==> src/rtl/rip_branch_resolver.sv <==
// Carries fetch-time prediction metadata to EX and resolves it; update/redirect registered 1 cycle after resolve.
// i_stall freezes all slots and suppresses outputs; define BP_STATS_EN for branch/mispredict counters.
module rip_branch_resolver #(
   parameter int PIPE_DEPTH = 2,
   parameter int INDEX_W    = 10,
   parameter int WEIGHT_W   = 2
`ifdef BP_STATS_EN
   ,parameter int STAT_WIDTH = 32
`endif
) (
   input  logic                i_clk,
   input  logic                i_rstn,
   input  logic                i_stall,
   input  logic                i_flush,
   input  logic                i_cap_valid,
   input  logic [31:0]         i_cap_pc,
   input  logic [INDEX_W-1:0]  i_cap_index,
   input  logic [WEIGHT_W-1:0] i_cap_weight,
   input  logic                i_cap_pred,
   input  logic                i_ex_is_branch,
   input  logic                i_ex_taken,
   input  logic [31:0]         i_ex_target,
   output logic                o_update,
   output logic [INDEX_W-1:0]  o_update_index,
   output logic [WEIGHT_W-1:0] o_update_weight,
   output logic                o_actual,
   output logic                o_redirect,
   output logic [31:0]         o_redirect_pc
`ifdef BP_STATS_EN
   ,output logic [STAT_WIDTH-1:0] o_stat_branches
   ,output logic [STAT_WIDTH-1:0] o_stat_mispredicts
`endif
);

   typedef struct packed {
      logic                vld;
      logic [31:0]         pc;
      logic [INDEX_W-1:0]  idx;
      logic [WEIGHT_W-1:0] wgt;
      logic                pred;
   } slot_t;

   slot_t               r_slot [PIPE_DEPTH];
   logic                r_update;
   logic [INDEX_W-1:0]  r_update_index;
   logic [WEIGHT_W-1:0] r_update_weight;
   logic                r_actual;
   logic                r_redirect;
   logic [31:0]         r_redirect_pc;

   slot_t               w_ex;
   logic                w_kill;
   logic                w_resolve;
   logic                w_mispredict;

   assign w_ex         = r_slot[PIPE_DEPTH-1];
   // A redirect kills everything younger, including the instruction captured while it was detected.
   assign w_kill       = i_flush | r_redirect;
   assign w_resolve    = w_ex.vld & i_ex_is_branch & ~i_stall & ~w_kill;
   assign w_mispredict = w_resolve & (w_ex.pred != i_ex_taken);

   always_ff @(posedge i_clk) begin
      if (!i_rstn) begin
         for (int i = 0; i < PIPE_DEPTH; i++) r_slot[i] <= '0;
      end else if (w_kill) begin
         for (int i = 0; i < PIPE_DEPTH; i++) r_slot[i].vld <= 1'b0;
      end else if (!i_stall) begin
         r_slot[0].vld  <= i_cap_valid;
         r_slot[0].pc   <= i_cap_pc;
         r_slot[0].idx  <= i_cap_index;
         r_slot[0].wgt  <= i_cap_weight;
         r_slot[0].pred <= i_cap_pred;
         for (int i = 1; i < PIPE_DEPTH; i++) r_slot[i] <= r_slot[i-1];
      end
   end

   always_ff @(posedge i_clk) begin
      if (!i_rstn) begin
         r_update        <= 1'b0;
         r_update_index  <= '0;
         r_update_weight <= '0;
         r_actual        <= 1'b0;
         r_redirect      <= 1'b0;
         r_redirect_pc   <= '0;
      end else begin
         r_update   <= w_resolve;
         r_redirect <= w_mispredict;
         if (w_resolve) begin
            r_update_index  <= w_ex.idx;
            r_update_weight <= w_ex.wgt;
            r_actual        <= i_ex_taken;
         end
         if (w_mispredict) begin
            r_redirect_pc <= i_ex_taken ? i_ex_target : (w_ex.pc + 32'd4);
         end
      end
   end

   assign o_update        = r_update;
   assign o_update_index  = r_update_index;
   assign o_update_weight = r_update_weight;
   assign o_actual        = r_actual;
   assign o_redirect      = r_redirect;
   assign o_redirect_pc   = r_redirect_pc;

`ifdef BP_STATS_EN
   logic [STAT_WIDTH-1:0] r_stat_br;
   logic [STAT_WIDTH-1:0] r_stat_mp;

   // Saturating so long runs never wrap back to small values.
   always_ff @(posedge i_clk) begin
      if (!i_rstn) begin
         r_stat_br <= '0;
         r_stat_mp <= '0;
      end else begin
         if (w_resolve && !(&r_stat_br))    r_stat_br <= r_stat_br + STAT_WIDTH'(1);
         if (w_mispredict && !(&r_stat_mp)) r_stat_mp <= r_stat_mp + STAT_WIDTH'(1);
      end
   end

   assign o_stat_branches    = r_stat_br;
   assign o_stat_mispredicts = r_stat_mp;
`endif

endmodule

==> config.mk <==
export PLATFORM = sky130hd
export DESIGN_NAME = rip_branch_resolver
export DESIGN_NICKNAME = d
export VERILOG_FILES = /design/src/rtl/rip_branch_resolver.sv
export SDC_FILE = /design/constraint.sdc
export NUM_CORES = 1
export LEC_CHECK = 0
export CELL_PAD_IN_SITES_DETAIL_PLACEMENT = 2
export CELL_PAD_IN_SITES_GLOBAL_PLACEMENT = 2
export CORE_MARGIN = 5
export CORE_UTILIZATION = 30
export DETAILED_ROUTE_END_ITERATION = 12
export GPL_TIMING_DRIVEN = 0
export PLACE_DENSITY = 0.81
export SYNTH_ARGS = -nofsm -noshare
export SYNTH_HDL_FRONTEND = slang
export SYNTH_SLANG_ARGS = --single-unit
==> constraint.sdc <==
create_clock -name i_clk -period 3.3 [get_ports i_clk]
set_clock_uncertainty 0.1 [all_clocks]
set_input_delay 0.33 -clock i_clk [delete_from_list [all_inputs] [get_ports i_clk]]
set_output_delay 0.33 -clock i_clk [all_outputs]
set_load 0.005 [all_outputs]
## After elaboration in Yosys (flattened, before gate mapping)

Memories as Yosys holds them, arrays and structs flattened.
Index checks and enable logic that the tools add are counted.

| cells by class | value |
|---|---|
| eq/ne operators | 1 |
| add/subtract/negate cells | 1 |
| bitwise operators | 16 |
| multiplexer cells | 18 |

Operator list:

| kind | count |
|---|---|
| 32-bit 2-to-1 mux | 2 |
| 45-bit 2-to-1 mux | 1 |
| 32-bit by 3-bit adder with 32-bit output, second input constant | 1 |
| 1-bit 2-to-1 mux | 13 |
| 10-bit 2-to-1 mux | 1 |
| 1-bit OR | 10 |
| 1-bit AND | 4 |
| 2-bit 2-to-1 mux | 1 |
| 1-bit NOT | 2 |
| 1-bit inequality test | 1 |

| storage, ports and cells | value |
|---|---|
| flip-flop bits (word level) | 47 |
| output and inout bits | 47 |
| word-level logic and storage cells | 43 |
| input bits | 84 |
| memory bits (writable) | 92 |
| memories | 1 |

Memory list:

| name | depth | width | rd ports | clocked after Yosys merged registers in | write ports | RTL line | source |
|---|---|---|---|---|---|---|---|
| r_slot | 2 | 46 | 2 | 0 | 2 | 43 | `slot_t r_slot [PIPE_DEPTH];` |

## Depth between registers and ports, before layout

Gate-level depths: netlist of the first run.

| logic depth | value |
|---|---|
| depth in word-level cells | 6 |
| mapped depth | 7 |
| depth with buffers taken out | 6 |

## Worst setup path after synthesis of the first run

Ideal clock, no wire load.

| timing | value |
|---|---|
| path type | input to register |
| start | input i_rstn |
| end | memory r_slot[0][0] (netlist name), enable pin |
| setup time | 0.862 ns |
| path slack | -0.062 ns |
| data arrival time | 2.400 ns |
| buffers on the path | 2 |
| stages on the path | 3 |
| cells stage by stage | clkbuf_1 -> clkbuf_1 -> nand2_1 |

RTL lines:

| what | RTL line | source |
|---|---|---|
| start: declaration | 12 | `input logic i_rstn,` |
| end: declaration | 43 |  |

==> flow_summary_export.csv, run 1 <==
group,metric,value,unit
timing,max_freq,0.384,GHz
global_route,grt_pass1_wl,32300,µm
power,power_leakage,2.97,nW
logic_synthesis,synth-seq-cells,139,
logic_synthesis,yosysTopAreaCellShare,44.8,%
worst_hold_path,whs_path_depth,2,
worst_setup_path,startpoint_type,"input pin",
logic_synthesis,syn_nets,614,
worst_setup_path,crit_chain,"clkdlybuf4s50_1 > clkbuf_1 > clkbuf_1 > nand2_4 > buf_16",
cts,cts_sinks,139,
outcome,status,"completed",
timing,fin_crit,2.60,ns
floorplanning,core,0.0202,mm²
cts,clock-root-buffer,"clkbuf_16",
timing,slew_headroom,40.7,%
worst_setup_path,crit_slowest_cell,"clkdlybuf4s50_1",
routing,drt.antenna.violating_nets,0,
routing,drtIter0Drc,240,
worst_setup_path,slowest_delay,0.52,ns
timing,worst_slew_pin_slew,0.887,ns
cts,cts_resized,0,
timing,hold_viol,0,
worst_setup_path,end_kind,"register",
cts,hold_buffers,0,
logic_synthesis,synth_most_common_cell,"and2_1",
logic_synthesis,ys_warn_count,0,
global_route,grt_max_degree,61,
placed_design,port_buffers,129,
worst_setup_path,worst-path-max-fanout,60,
routing,top_layer,"met4",
final_layout,area_growth,36.5,%
floorplanning,chipHeight,153,µm
worst_setup_path,required,3.33,ns
global_route,grt_overflow,0,
placed_design,place_ws,0.338,ns
worst_setup_path,critPathTopFamily,"buffers and inverters",
logic_synthesis,synth_flop_cell,"edfxtp_1",
cts,cts_tree,"done",
logic_synthesis,ys_top_cells_by_count,"and2_1 (95), edfxtp_1 (92), dfxtp_1 (47)",
worst_hold_path,hold_class,"reg2reg",
job,cap_viol_max_count,0,
placed_design,dpl_cell_area,0.00783,mm²
logic_synthesis,syn_avg_cell_area,11.7,µm²
timing,hold_slack,0.367,ns
logic_synthesis,synthTopCellsByArea,"edfxtp_1 (45%), dfxtp_1 (15%), and2_1 (9.6%)",
routing,wl_met2,10900,µm
placed_design,post-dp-hpwl,15200,µm
logic_synthesis,async_flop_share,0,%
floorplanning,rows,52,
final_layout,num-nets-final,763,
cts,htreeDepth,4,
placed_design,dp_cells,929,
global_route,antenna_found_initial,0,
timing,finalSetupViolations,0,
timing,slew_violations,0,
global_route,grt.total_usage,17.8,%
timing,setup_ws,0.698,ns
power,power_density,495,mW/mm²
worst_setup_path,rr_worst_depth,5,
worst_setup_path,cpMostUsedCell,"clkbuf_1",
cts,postCtsSetupBuffers,0,
routing,vias,4733,
timing,fin_crit_sh,78.8,%
final_layout,final_area,0.00842,mm²
timing,rsz0062_at_grt,"no",
floorplanning,start_util,30.5,%
logic_synthesis,synthesis.area,0.00616,mm²
logic_synthesis,synth_cell_type_count,56,
global_route,grt_pass1_vias,5336,
final_layout,drive_gt1_share,8.83,%
final_layout,stdcell_count,961,
routing,routedWlPerCell,21.6,µm
cts,clockBufferDepth,2,
worst_setup_path,crit_type,"in2reg",
worst_setup_path,cp_num_buf_inv,4,
routing,drt_wl_total,20700,µm
placed_design,gp_congestion,0.841,
floorplanning,die-area,0.0235,mm²
routing,drtPass1Iterations,5,
cts,clk_pin_slew_worst_paths,0.06,ns
routing,m1WireLength,8520,µm
logic_synthesis,synth_top_area_cell,"edfxtp_1",
routing,wl_met3,748,µm
floorplanning,die_x,153,µm
final_layout,antennaDiodeCount,0,
cts,clk_latency,0.42,ns
logic_synthesis,ys_seq_area_share,60.1,%
cts,cts-buffers-inserted,17,
logic_synthesis,synth_edf_count,92,
worst_setup_path,cp_num_cells,5,
logic_synthesis,syn_inst,529,
floorplanning,ioPinCount,131,
power,irDropWorstVdd,379,µV
routing,drc,0,
routing,routed_via_density,4.93,
worst_setup_path,worstPathArrival,2.64,ns
-- tightest hold or removal path, cell delays in order, from the launching register on --
cell and delay [ns]:
dfxtp_1 0.31, nand2_1 0.05, a21oi_1 0.05
-- per-stage QoR --
stage	total power [mW]	util (%)	TNS, ns
after global placement	2.29	38.5	-45.46
after CTS	4.20	41.6	0
after detailed placement	2.31	38.7	0
after global routing	4.30	41.6	0
after floorplan	2.12	-	0
final	4.17	41.6	0
-- layout by cell type, fill, tap and decap left out, types with 5 or more instances in the layout --
master	count
a211oi_1	13
a21oi_1	31
a22o_1	18
and2_1	95
and3_1	6
buf_2	5
clkbuf_1	22
clkbuf_16	19
clkdlybuf4s50_1	129
dfxtp_1	47
edfxtp_1	92
mux2i_1	5
nand2_1	44
nand3_1	15
nand4_1	8
nor2_1	16
nor3_1	13
o2bb2ai_1	7
xnor2_1	14
xor2_1	11
-- flip-flops by register name, summed over array words and instances, names as in the netlist --
name / cells
r_slot: 92
o_redirect_pc: 32
o_update_index: 10
o_update_weight: 2
o_actual: 1
o_redirect: 1
o_update: 1
-- where the power goes --
group | internal (mW) | switching (mW)
Sequential | 1.94 | 0.0468
Combinational | 0.144 | 0.142
Clock | 1.09 | 0.799
-- final cells by class --
cell class / count / area, µm²
Sequential cell: 139 / 3700
Clock buffer: 20 / 489
Timing Repair Buffer: 130 / 1320
Buffer: 32 / 145
Inverter: 5 / 18.8
Clock inverter: 12 / 97.6
Fill cell: 2061 / 11800
Tap cell: 270 / 338
Multi-Input combinational cell: 353 / 2300
-- metal layers --
metal / track usage [%] / up-vias
met5: 0 / -
met4: 6.94 / 0
met3: 2.88 / 38
met2: 31.9 / 127
met1: 21.3 / 2354
li1: - / 2214
-- cell families after synthesis --
kind of cell / after synthesis / synth area share [%]
fa+ha+maj: 1 / 0.203
mux: 5 / 0.812
compound gates: 98 / 11.2
simple gates: 224 / 21.5
xor+xnor: 25 / 3.55
buf+inv: 37 / 2.66
flops: 139 / 60.1
-- final timing paths --
path	startpoint	to	slack [ns]
max	i_rstn	r_slot[0][63]	0.70
min	o_update_index[2]	o_update_index[2]	0.37
max reg2reg	o_redirect	o_redirect_pc[24]	0.85
min reg2reg	o_update_index[2]	o_update_index[2]	0.37
No activity file was read; power rests on OpenSTA's default activity.
==> inputs of run 2 (changes only) <==
--- a/config.mk
+++ b/config.mk
@@ -8,10 +8,10 @@
 export CELL_PAD_IN_SITES_DETAIL_PLACEMENT = 2
 export CELL_PAD_IN_SITES_GLOBAL_PLACEMENT = 2
 export CORE_MARGIN = 5
-export CORE_UTILIZATION = 30
+export CORE_UTILIZATION = 33
 export DETAILED_ROUTE_END_ITERATION = 12
 export GPL_TIMING_DRIVEN = 0
-export PLACE_DENSITY = 0.81
+export PLACE_DENSITY = 0.85
 export SYNTH_ARGS = -nofsm -noshare
 export SYNTH_HDL_FRONTEND = slang
 export SYNTH_SLANG_ARGS = --single-unit
==> constraint.sdc (replaced) <==
create_clock -name i_clk -period 2.4 [get_ports i_clk]
set_clock_uncertainty 0.1 [all_clocks]
set_input_delay 0.24 -clock i_clk [delete_from_list [all_inputs] [get_ports i_clk]]
set_output_delay 0.24 -clock i_clk [all_outputs]
set_load 0.005 [all_outputs]
==> run 2 against run 1 <==
Against the previous run:
- worst setup slack got worse by 0.59 ns
- wire length rose by 13%
- clock-buffer cell count fell by 3
- first-iteration DRC count rose by 23%
- utilization rose by 3.5 points
- via count rose by 4.6%
- register-to-register slack got worse by 0.74 ns
- highest routed layer unchanged
- largest power group unchanged
- cell area fell by 0.68%
- global-route usage rose by 4.5 points
- hold slack got worse by 0.0084 ns
==> flow_summary_export.csv, run 2 (synthesis gave the netlist of run 1 again) <==
group,metric,value,unit
worst_setup_path,crit_slowest_cell,"or4_1",
worst_setup_path,r2r-end,"o_redirect_pc[31]",
cts,cts_tree,"done",
cts,clk_latency,0.44,ns
timing,fin_crit,2.29,ns
worst_setup_path,rrSetupSlack,0.11,ns
cts,hold_buffers,0,
final_layout,largest_reg_flops,92,
cts,clockBufferDepth,2,
placed_design,port_buffers,129,
worst_hold_path,hold_class,"in2reg",
floorplanning,chipHeight,147,µm
final_layout,final_cell_mix,"clkdlybuf4s50_1 (129), and2_1 (95), edfxtp_1 (92), dfxtp_1 (47), nand2_1 (44)",
final_layout,drive_gt1_share,8.84,%
routing,drc,0,
cts,cts-buffers-inserted,17,
routing,drtPass1Iterations,5,
global_route,grt_max_degree,91,
worst_setup_path,worst-path-max-fanout,7,
global_route,grt.total_usage,22.3,%
worst_setup_path,required,2.68,ns
final_layout,area_growth,35.6,%
timing,slew_headroom,44.5,%
routing,drtIter0Drc,295,
timing,fin_crit_sh,95.6,%
timing,max_freq,0.436,GHz
floorplanning,rows,50,
worst_setup_path,rr_worst_depth,5,
global_route,antenna_found_initial,0,
floorplanning,die_x,147,µm
final_layout,antennaDiodeCount,0,
global_route,grt_overflow,0,
worst_setup_path,r2r-start,"r_slot[0][68]",
worst_setup_path,end_kind,"register",
outcome,status,"completed",
routing,routed_via_density,5.36,
worst_setup_path,crit_chain,"nand4_1 > nor2_2 > nand4_1 > or4_1 > nand3_1",
cts,cts_sinks,139,
power,irDropWorstVdd,569,µV
timing,slew_violations,0,
floorplanning,start_util,33.3,%
job,cap_viol_max_count,0,
placed_design,gp_congestion,0.839,
final_layout,final_common_cell,"clkdlybuf4s50_1",
floorplanning,core,0.0185,mm²
timing,hold_viol,0,
floorplanning,ioPinCount,131,
timing,setup_tns,0,ns
worst_setup_path,slowest_delay,0.54,ns
timing,rsz0062_at_grt,"no",
cts,clock-root-buffer,"clkbuf_16",
routing,vias,4952,
floorplanning,die-area,0.0215,mm²
timing,finalSetupViolations,0,
timing,worst_slew_pin_slew,0.832,ns
final_layout,stdcell_count,924,
routing,drt.antenna.violating_nets,0,
worst_setup_path,cpMostUsedCell,"nand4_1",
cts,clk_pin_slew_worst_paths,0.06,ns
worst_setup_path,critPathTopFamily,"simple AND/OR/NAND/NOR gates",
power,power_leakage,2.95,nW
placed_design,post-dp-hpwl,15600,µm
worst_hold_path,whs_path_depth,2,
placed_design,dp_cells,892,
cts,htreeDepth,4,
global_route,grt_pass1_vias,5735,
worst_setup_path,startpoint_type,"register",
final_layout,num-nets-final,762,
final_layout,top_register,"r_slot",
worst_setup_path,worstPathArrival,2.57,ns
worst_setup_path,cp_num_buf_inv,0,
global_route,grt_pass1_wl,36100,µm
power,power,5.84,mW
worst_hold_path,min-delay-start,"i_cap_pc[17]",
worst_setup_path,crit_type,"reg2reg",
power,power_density,698,mW/mm²
routing,routedWlPerCell,25.3,µm
routing,drt_wl_total,23300,µm
worst_hold_path,hold_end,"r_slot[0][30]",
[run 2: stage by stage]
stage / hold WS, ns / setup slack (ns) / util [%] / instance area [µm²]
after detailed placement: 0.361 / -0.729 / 41.9 / 7760
after global routing: 0.364 / 0.0393 / 45.1 / 8360
after floorplan: 0.335 / 0.446 / - / 6170
after global placement: 0.348 / -0.590 / 41.9 / 7760
final: 0.359 / 0.106 / 45.1 / 8360
after CTS: 0.340 / 0.0249 / 45.1 / 8360
[run 2: report_power, final]
group	total, mW	switching (mW)	internal (mW)
clock	2.69	1.14	1.55
sequential	2.75	0.0761	2.68
combinational	0.395	0.202	0.193
[run 2: how the worst max path moves through the flow]
stage,from,endpoint,depth (start not counted),slack (ns)
floorplan,o_redirect,r_slot[0][0],2,0.45
global placement,i_rstn,r_slot[0][61],4,-0.59
detailed placement,i_rstn,r_slot[0][32],4,-0.73
CTS,i_rstn,r_slot[0][88],4,0.02
global route,r_slot[0][46],o_redirect_pc[3],7,0.04
finish,r_slot[0][68],o_redirect_pc[31],5,0.11
[run 2: layout make-up]
class                      count  area, µm²
timing repair buffer         129       1290
tap                          234        293
multi-input combinational    353       2310
inverter                       5       18.8
fill                        1867      10200
clock buffer                  17        425
sequential                   139       3700
clock inverter                15        165
buffer                        32        148
[run 2: repair_timing]
| item | CTS | global route |
|---|---|---|
| pin swaps | 1 | 0 |
| gates resized for setup | 1 | 4 |
| setup endpoints to repair | 90 | 99 |
| buffers inserted | 0 | 0 |
[run 2: worst register-to-register path, cell delays in order, from the launching register on]
cell      delay (ns)
edfxtp_1        0.48
nand4_1         0.25
nor2_2          0.47
nand4_1         0.28
or4_1           0.55
nand3_1         0.11
[run 2: metal layers]
layer / share of wire (%) / vias to the layer above / track usage [%]
met5: 0 / - / 0
li1: - / 2218 / -
met1: 39 / 2473 / 25.6
met4: 4.3 / 0 / 11.5
met2: 52 / 200 / 39.2
met3: 5.0 / 61 / 4.69
==> inputs of run 3 (changes only) <==
--- a/config.mk
+++ b/config.mk
@@ -10,7 +10,7 @@
 export CORE_MARGIN = 5
 export CORE_UTILIZATION = 33
 export DETAILED_ROUTE_END_ITERATION = 12
-export GPL_TIMING_DRIVEN = 0
+export GPL_ROUTABILITY_DRIVEN = 0
 export PLACE_DENSITY = 0.85
 export SYNTH_ARGS = -nofsm -noshare
 export SYNTH_HDL_FRONTEND = slang
==> run 3 against run 2 <==
Against the previous run:
- utilization hardly changed
- highest routed layer unchanged
- combinational power hardly changed
- cell count is 1.3% lower
- critical endpoint is now o_redirect_pc[18]
- sequential power hardly changed
- critical path type unchanged
- first-iteration DRC count is 14% lower
- worst setup slack better by 0.12 ns
==> flow_summary_export.csv, run 3 (synthesis gave the netlist of run 1 again) <==
group,metric,value,unit
outcome,status,"completed",
routing,vias,4747,
floorplanning,rows,50,
timing,slew_headroom,53.4,%
timing,slew_violations,0,
routing,routed_via_density,5.21,
routing,drt_wl_total,20600,µm
final_layout,register_area,0.00370,mm²
global_route,grt_pass1_wl,32200,µm
final_layout,top_register,"r_slot",
final_layout,stdcell_count,912,
floorplanning,chipHeight,147,µm
timing,setup_tns,0,ns
floorplanning,start_util,33.3,%
worst_setup_path,required,2.59,ns
cts,clk_pin_slew_worst_paths,0.06,ns
cts,postCtsSetupBuffers,0,
global_route,grt.total_usage,19.6,%
final_layout,num-nets-final,750,
routing,drt.antenna.violating_nets,0,
power,power_leakage,2.96,nW
cts,hold_buffers,0,
final_layout,drive_gt1_share,10.0,%
global_route,grt_pass1_vias,5388,
timing,worst_slew_pin_slew,0.699,ns
worst_setup_path,end_kind,"register",
floorplanning,die_x,147,µm
placed_design,dp_cells,880,
global_route,grt_overflow,0,
worst_setup_path,startpoint_type,"register",
cts,cts_tree,"done",
routing,routedWlPerCell,22.6,µm
timing,hold_slack,0.359,ns
routing,drtIter0Drc,255,
job,cap_viol_max_count,0,
worst_setup_path,worstPathArrival,2.36,ns
cts,htreeDepth,4,
timing,fin_crit,2.17,ns
cts,cts_sinks,139,
timing,fin_crit_sh,90.6,%
floorplanning,die-area,0.0215,mm²
floorplanning,core,0.0185,mm²
final_layout,fillers,1851,
final_layout,multiInputGateArea,0.00231,mm²
global_route,antenna_found_initial,1,
routing,drc,0,
power,irDropWorstVdd,453,µV
timing,max_freq,0.460,GHz
cts,clockBufferDepth,2,
final_layout,final_cell_mix,"clkdlybuf4s50_1 (130), and2_1 (95), edfxtp_1 (92), dfxtp_1 (47), nand2_1 (44)",
routing,drtPass1Iterations,4,
worst_hold_path,hold_class,"reg2reg",
placed_design,port_buffers,130,
cts,cts-buffers-inserted,17,
placed_design,post-dp-hpwl,15000,µm
final_layout,final_util,45.1,%
cts,clk_latency,0.42,ns
final_layout,final_common_cell,"clkdlybuf4s50_1",
worst_setup_path,worst-path-max-fanout,11,
final_layout,antennaDiodeCount,0,
timing,finalSetupViolations,0,
power,power,5.49,mW
global_route,grt_max_degree,93,
cts,clock-root-buffer,"clkbuf_16",
timing,rsz0062_at_grt,"no",
timing,hold_viol,0,
worst_setup_path,crit_type,"reg2reg",
final_layout,largest_reg_flops,92,
final_layout,area_growth,35.4,%
power,power_density,658,mW/mm²
floorplanning,ioPinCount,131,
==> run 3: critical path, stage by stage (launching register included) <==
cell and delay (ns):
edfxtp_1 0.44, ha_1 0.22, and3_2 0.27, nand4_4 0.27
o21a_1 0.28, nor3_1 0.33, o22ai_1 0.14
==> run 3: final timing paths <==
| path | startpoint | endpoint | slack, ns | depth (start not counted) |
|---|---|---|---|---|
| max | r_slot[0][61] | o_redirect_pc[18] | 0.23 | 6 |
| min | o_update_weight[0] | o_update_weight[0] | 0.36 | 2 |
| max reg2reg | r_slot[0][61] | o_redirect_pc[18] | 0.23 | 6 |
| min reg2reg | o_update_weight[0] | o_update_weight[0] | 0.36 | 2 |
==> run 3: report_power, final <==
part	total, mW	internal [mW]	switching, mW
sequential	2.74	2.67	0.0705
combinational	0.394	0.208	0.186
clock	2.36	1.32	1.03
==> run 3: layer usage <==
metal,global-route usage [%],part of all wire [%]
met1,23.3,40
met2,33.8,52
met3,4.47,4.9
met4,8.65,3.1
met5,0,0
==> run 3: repair_timing <==
item	4_1_cts	5_1_grt
resized for setup	0	1
setup endpoints to repair	0	2
hold endpoints to repair	0	0
==> run 3: area by class of cell <==
class,instances,area share (%)
inverter,5,0.225
sequential,139,44.4
clock inverter,13,1.12
clock buffer,19,5.19
tap,234,3.51
timing repair buffer,149,17.9
multi-input combinational,353,27.7
==> run 3: through the flow <==
stage | setup WS [ns] | cell area [µm²]
detailed placement | 0.0366 | 7810
floorplan | 0.446 | 6170
global placement | 0.168 | 7810
global route | 0.0800 | 8350
CTS | 0.0562 | 8340
finish | 0.226 | 8350
